<file path="src/rtl/fetch_stage.sv">
// fetch_stage: single-cycle instruction fetch with an IF/ID pipeline register.
//   The PC is a word address; imem_addr is the PC register itself, so instruction
//   memory answers within the same cycle. Each edge is resolved with priority
//   redirect > flush > stall > normal fetch.
// Optional feature: define FETCH_PERF_CNT_EN to add fetch_count/stall_count.
// Ports:
//   clk, rst_n                 clock, async active-low reset
//   stall, flush               hold PC+IF/ID / squash IF/ID
//   redirect_valid/redirect_pc taken branch/jump and its word-address target
//   imem_addr / imem_instr     fetch address out, instruction back (combinational)
//   ifid_valid/pc/pc_next/instr IF/ID register contents (all registered)
//   fetch_count, stall_count   (FETCH_PERF_CNT_EN only) wrapping event counters
module fetch_stage #(
  parameter logic [31:0] RESET_PC = 32'h0000_0000,
  localparam int unsigned AW = 32,
  localparam int unsigned DW = 32
) (
  input  logic          clk,
  input  logic          rst_n,
  input  logic          stall,
  input  logic          flush,
  input  logic          redirect_valid,
  input  logic [AW-1:0] redirect_pc,
  output logic [AW-1:0] imem_addr,
  input  logic [DW-1:0] imem_instr,
  output logic          ifid_valid,
  output logic [AW-1:0] ifid_pc,
  output logic [AW-1:0] ifid_pc_next,
  output logic [DW-1:0] ifid_instr
`ifdef FETCH_PERF_CNT_EN
  ,
  output logic [31:0]   fetch_count,
  output logic [31:0]   stall_count
`endif
);

  typedef enum logic [1:0] {
    ACT_REDIRECT,
    ACT_FLUSH,
    ACT_STALL,
    ACT_FETCH
  } act_e;

  act_e          act;
  logic [AW-1:0] pc_q, pc_d, pc_inc;
  logic          valid_q, valid_d;
  logic [AW-1:0] ifpc_q, ifpc_d;
  logic [AW-1:0] ifpcn_q, ifpcn_d;
  logic [DW-1:0] instr_q, instr_d;

  // Per-edge action, highest priority first.
  always_comb begin
    act = ACT_FETCH;
    if (redirect_valid)  act = ACT_REDIRECT;
    else if (flush)      act = ACT_FLUSH;
    else if (stall)      act = ACT_STALL;
  end

  // Next PC and IF/ID contents.
  always_comb begin
    pc_inc  = pc_q + AW'(1);
    pc_d    = pc_q;
    valid_d = valid_q;
    ifpc_d  = ifpc_q;
    ifpcn_d = ifpcn_q;
    instr_d = instr_q;
    unique case (act)
      ACT_REDIRECT: begin
        pc_d    = redirect_pc;
        valid_d = 1'b0;
        ifpc_d  = '0;
        ifpcn_d = '0;
        instr_d = '0;
      end
      ACT_FLUSH: begin
        // Flush squashes IF/ID but the PC still obeys stall.
        pc_d    = stall ? pc_q : pc_inc;
        valid_d = 1'b0;
        ifpc_d  = '0;
        ifpcn_d = '0;
        instr_d = '0;
      end
      ACT_STALL: begin
      end
      ACT_FETCH: begin
        pc_d    = pc_inc;
        valid_d = 1'b1;
        ifpc_d  = pc_q;
        ifpcn_d = pc_inc;
        instr_d = imem_instr;
      end
      default: begin
      end
    endcase
  end

  // PC and IF/ID registers.
  always_ff @(posedge clk or negedge rst_n) begin
    if (!rst_n) begin
      pc_q    <= RESET_PC;
      valid_q <= 1'b0;
      ifpc_q  <= '0;
      ifpcn_q <= '0;
      instr_q <= '0;
    end else begin
      pc_q    <= pc_d;
      valid_q <= valid_d;
      ifpc_q  <= ifpc_d;
      ifpcn_q <= ifpcn_d;
      instr_q <= instr_d;
    end
  end

  assign imem_addr    = pc_q;
  assign ifid_valid   = valid_q;
  assign ifid_pc      = ifpc_q;
  assign ifid_pc_next = ifpcn_q;
  assign ifid_instr   = instr_q;

`ifdef FETCH_PERF_CNT_EN
  logic [31:0] fcnt_q, fcnt_d;
  logic [31:0] scnt_q, scnt_d;

  // Counters track normal fetches and pure stalls only.
  always_comb begin
    fcnt_d = fcnt_q;
    scnt_d = scnt_q;
    if (act == ACT_FETCH) fcnt_d = fcnt_q + 32'(1);
    if (act == ACT_STALL) scnt_d = scnt_q + 32'(1);
  end

  always_ff @(posedge clk or negedge rst_n) begin
    if (!rst_n) begin
      fcnt_q <= '0;
      scnt_q <= '0;
    end else begin
      fcnt_q <= fcnt_d;
      scnt_q <= scnt_d;
    end
  end

  assign fetch_count = fcnt_q;
  assign stall_count = scnt_q;
`endif

endmodule
</file>
<file path="config.mk">
export PLATFORM = sky130hd
export DESIGN_NAME = fetch_stage
export DESIGN_NICKNAME = d
export VERILOG_FILES = /design/src/rtl/fetch_stage.sv
export SDC_FILE = /design/constraint.sdc
export NUM_CORES = 1
export LEC_CHECK = 0
export ABC_AREA = 1
export BUFFER_PORTS_ARGS = -buffer_cell sky130_fd_sc_hd__buf_2
export CAP_MARGIN = 40
export CORE_ASPECT_RATIO = 0.5
export CORE_MARGIN = 3
export CORE_UTILIZATION = 50
export CTS_CLUSTER_SIZE = 20
export DETAILED_ROUTE_END_ITERATION = 7
export PLACE_DENSITY = 0.79
export SYNTH_ARGS = -nofsm -noshare
export SYNTH_HDL_FRONTEND = slang
export SYNTH_SLANG_ARGS = --single-unit
</file>
<file path="constraint.sdc">
create_clock -name clk -period 1.8 [get_ports clk]
set_input_delay 0.36 -clock clk [delete_from_list [all_inputs] [get_ports clk]]
set_output_delay 0.36 -clock clk [all_outputs]
set_load 0.1 [all_outputs]
</file>
Word level (Yosys, flattened, before mapping)
Cells that the tools add are included.

Div/mod/pow operators: 0. Shift operators: 0. Mux-type cells: 9. Multiply operators: 0. Reductions and logical operators: 5. Equality and inequality tests: 3. Bitwise operators: 0. Magnitude comparators: 0. $add $sub $neg: 1.

Operators by type and width (count): one-hot mux 32 bit (2 select lines) (3); one-hot mux 32 bit (3 select lines) (1); adder 32 x 1 -> 32 bit (second input constant) (1); two-way mux 32 bit (1); two-way mux 2 bit (2); nonzero test 3 bit (1); == test 2 x 1 -> 1 bit (second input constant) (1); == test 2 bit (second input constant) (1); zero test 2 bit (1); inequality test 2 bit (second input constant) (1); one-hot mux 1 bit (2 select lines) (1); AND reduction 2 bit (1); nonzero test 2 bit (1); OR reduction 2 bit (1); two-way mux 1 bit (1).

RAM bits: 0. Bits in read-only memories: 0. Bits in registers: 129. Bits in latches: 0. Word-level logic and storage cells: 23. Output and inout port bits: 129. Memories kept: 0. Bits of input ports: 69.

Logic depth before layout (Yosys ltp)
Depth after elaboration: 6. Mapped depth: 10. Mapped depth without buffers: 10.

Worst setup path before layout
No wires, ideal clock.

Path type: flip-flop to flip-flop. Start: register pc_q[1] (netlist: imem_addr[1]). End: register pc_q[28] (netlist: imem_addr[28]). Path buffers: 0. Library setup time: 120 ps. Data required time: 1680 ps. Clock period less this slack: 2261 ps. Setup slack: -461 ps. Arrival time: 2141 ps. Cell stages (with the launch flop): 11. Cell sequence: dfrtp_1 ha_1 nand2_2 nor2_4 nand2_4 nor2_4 nand2_1 nand2_1 nand3_1 nand2_1 nand2_1.

Longest elaborated chain between the ends: 3.

RTL lines: start, declared (RTL line 45) `logic [AW-1:0] pc_q, pc_d, pc_inc;`; start signal, assigned (RTL line 106) `pc_q <= pc_d;`; adder 32 x 1 -> 32 bit (*) (RTL line 61) `pc_inc = pc_q + AW'(1);`; two-way mux 32 bit (RTL line 77) `pc_d = stall ? pc_q : pc_inc;`; one-hot mux 32 bit (3 select lines) (*) (RTL line 67) `unique case (act)`.

Mark *: on every way between the ends. The rest lies on a longest branch, timed or not. The select of a mux whose other input is x is not followed. A chain may end at the register's enable or synchronous reset.

Worst setup path in the final report
Start: register pc_q[10] (netlist: imem_addr[10]). End: output port imem_addr[10].

RTL lines: end, declared (RTL line 24) `output logic [AW-1:0] imem_addr,`.

No word-level cell between the ends.

==> impl_metrics.yaml <==
run_status:
  status: "finished clean"
clock_network:
  htree_levels: 4
  clk_latency_ps: 410
  numCtsBuffers: 17
  ctsRootBufferMaster: "clkbuf_16"
  numClockSinks: 129
  clockBufferDepth: 2
  clk_pin_slew_ps: 60
  cts_tree: "done"
finish:
  regArea_mm2: 0.003269
  drive_above_1_share_pct: 30.80
  diodes: 0
  syn2layout_area_growth_pct: 32.61
  post-route-util_pct: 70.29
  nets: 1005
  fill_cells: 907
  multiInputGateArea_mm2: 0.002505
worst_setup_path:
  required_ps: 1440
  arrival_ps: 1350
  critical_path.max_stage_delay_ps: 430
  cp-end-kind: "output port"
  reg2reg_from: "imem_addr[1]"
  criticalPathCategory: "register to output port"
  crit_path_start_kind: "register"
  r2r_end: "imem_addr[12]"
  crit_path_top_delay_cell: "buf_2"
  cp_max_fo: 4
  critical_path.cell_chain: "buf_4 -> buf_2"
  r2r_cells: 9
  rrSetupSlack_ps: 160
routing:
  wl_per_cell_um: 16.29
  drc_errors: 0
  ant_nets: 0
  vias: 5761
  viasPerCell: 5.204
  drt-total-wl_um: 18030
  drtIter0Drc: 378
  drtPass1Iterations: 5
timing:
  final_max_slew_viol_count: 0
  final.setup.tns_ps: 0
  final.period_utilization_pct: 94.73
  max_freq_mhz: 586.4
  hold_viol: 0
  finalSetupViolCount: 0
  tightest_slew_ps: 521.8
  max_slew_margin_pct: 65.45
  holdWs_ps: 159.3
  min_period_ps: 1705
  final.setup.worst_slack_ps: 94.78
  fin_skew_ps: 7.477
  grt_setup_unrepaired: "no"
min_path:
  hold_depth: 2
  whs_endpoint: "ifid_instr[18]"
  hold_path_class: "primary input to register"
  hp-start: "imem_instr[18]"
die:
  dieHeight_um: 83.68
  die_w_um: 161.4
  num_rows: 27
  core_mm2: 0.01138
  ios: 198
  start_util_pct: 53.01
  dieArea_mm2: 0.01350
power_and_ir_drop:
  p_per_area_mw_per_mm2: 1235
  ir_worst_vdd_mv: 0.6240
  fin_total_pwr_mw: 9.883
  p_leak_nw: 4.345
synthesis:
  ys_seq_area_share_pct: 53.49
  synth_area_mm2: 0.006035
  synth_cell_types: 26
  synth-seq-cells: 129
  postSynthCellCount: 734
  synth_nets: 804
  yosys_warnings: 0
  avgSynthCellArea_um2: 8.221
placement:
  place_hpwl_um: 12820
  place_worst_setup_slack_ps: 143.6
  place.gp.congestion: 0.9268
  portBuffers: 197
flow_run:
  cap_violations: 0
global_route:
  antenna_found_initial: 0
  grt_max_degree: 52
  grtUsageTotal_pct: 26.99
  grt_remaining_overflow: 0
  grt_pass1_wl_um: 29050
  grt_pass1_vias: 5669
[state kept, by name, indices dropped and copies added, names as in the netlist]
name and flops:
imem_addr 32, ifid_instr 32, ifid_pc_next 32, ifid_valid 1, ifid_pc 32
[per-layer routing]
metal / share of wire (%) / global-route usage [%]
met4: 1.5 / 8.587
met1: 44 / 35.99
met5: 0 / 0
met3: 7.2 / 6.194
met2: 48 / 44.07
[cells in the mapped netlist, drive strengths merged]
cell type  instances  share of area (%)
xor2              10                1.6
a21oi              3               0.25
xnor2              1               0.15
a22o              38                5.5
nor2              99                7.2
nand3b             2               0.25
inv               44                2.7
nand2            275                 18
ha                 1               0.21
clkbuf            14               0.87
o21ai             63                5.4
dfrtp            129                 53
nand3             31                2.6
buf               17                1.5
clkinv             1              0.062
o22ai              6               0.62
[metrics by stage]
| stage | instance area [µm²] | cells |
|---|---|---|
| CTS | 7985 | 1106 |
| detailed placement | 7313 | 1073 |
| global route | 8003 | 1107 |
| finish | 8003 | 1107 |
| floorplan | 6078 | 734 |
| global placement | 7313 | 1073 |
[worst max-delay path, delay by kind of cell, from the launching register on]
family | cells | cell delay, ps
buffers and inverters | 2 | 570
DFF | 1 | 370
[power by group]
group / internal [mW] / switching, mW
combinational: 0.470 / 2.21
clock: 2.54 / 1.31
sequential: 3.12 / 0.226
[what timing repair did]
item / CTS / global route
hold buffers: 1 / 0
endpoints found under the hold margin: 22 / 0
endpoints found under the setup margin: 0 / 4
buffers inserted: 0 / 1
gates resized for setup: 0 / 2
[logic make-up (layout without fill, tap and decap cells)]
kind of cell | Yosys count | in the layout | share of synthesized area (%)
AND/OR/NAND/NOR | 407 | 407 | 27.58
flip-flops | 129 | 129 | 53.49
buffers and inverters | 76 | 290 | 5.204
adder cells (fa/ha/maj) | 1 | 1 | 0.2073
XOR/XNOR | 11 | 11 | 1.721
AO/OA/AOI/OAI | 110 | 110 | 11.80
[how the worst max path moves through the flow]
stage | startpoint | end | slack, ps | cells after the start
after floorplan | imem_addr[1] | imem_addr[28] | 10 | 10
after global placement | imem_addr[0] | imem_addr[28] | 200 | 10
after detailed placement | imem_addr[0] | imem_addr[30] | 140 | 10
after CTS | imem_addr[2] | imem_addr[2] | 90 | 1
after global routing | imem_addr[0] | imem_addr[12] | 10 | 9
final | imem_addr[10] | imem_addr[10] | 90 | 2
[final cells by class]
cell class,instances,share of cell area (%)
multi-input combinational,529,31.30
clock inverter,12,2.564
timing repair buffer,213,14.98
tap,159,2.486
clock buffer,20,5.707
inverter,45,2.111
sequential,129,40.85
[layout by cell type (no fill, tap or decap), types with 9 or more instances in the layout]
cell and instances:
o21ai_0 54, nand3_1 31, buf_4 9, a22o_1 38
nand2_1 269, inv_1 42, xor2_1 9, buf_2 196
dfrtp_2 27, clkbuf_16 17, nor2_1 91, dfrtp_1 100
No activity file was read; power rests on OpenSTA's default activity.
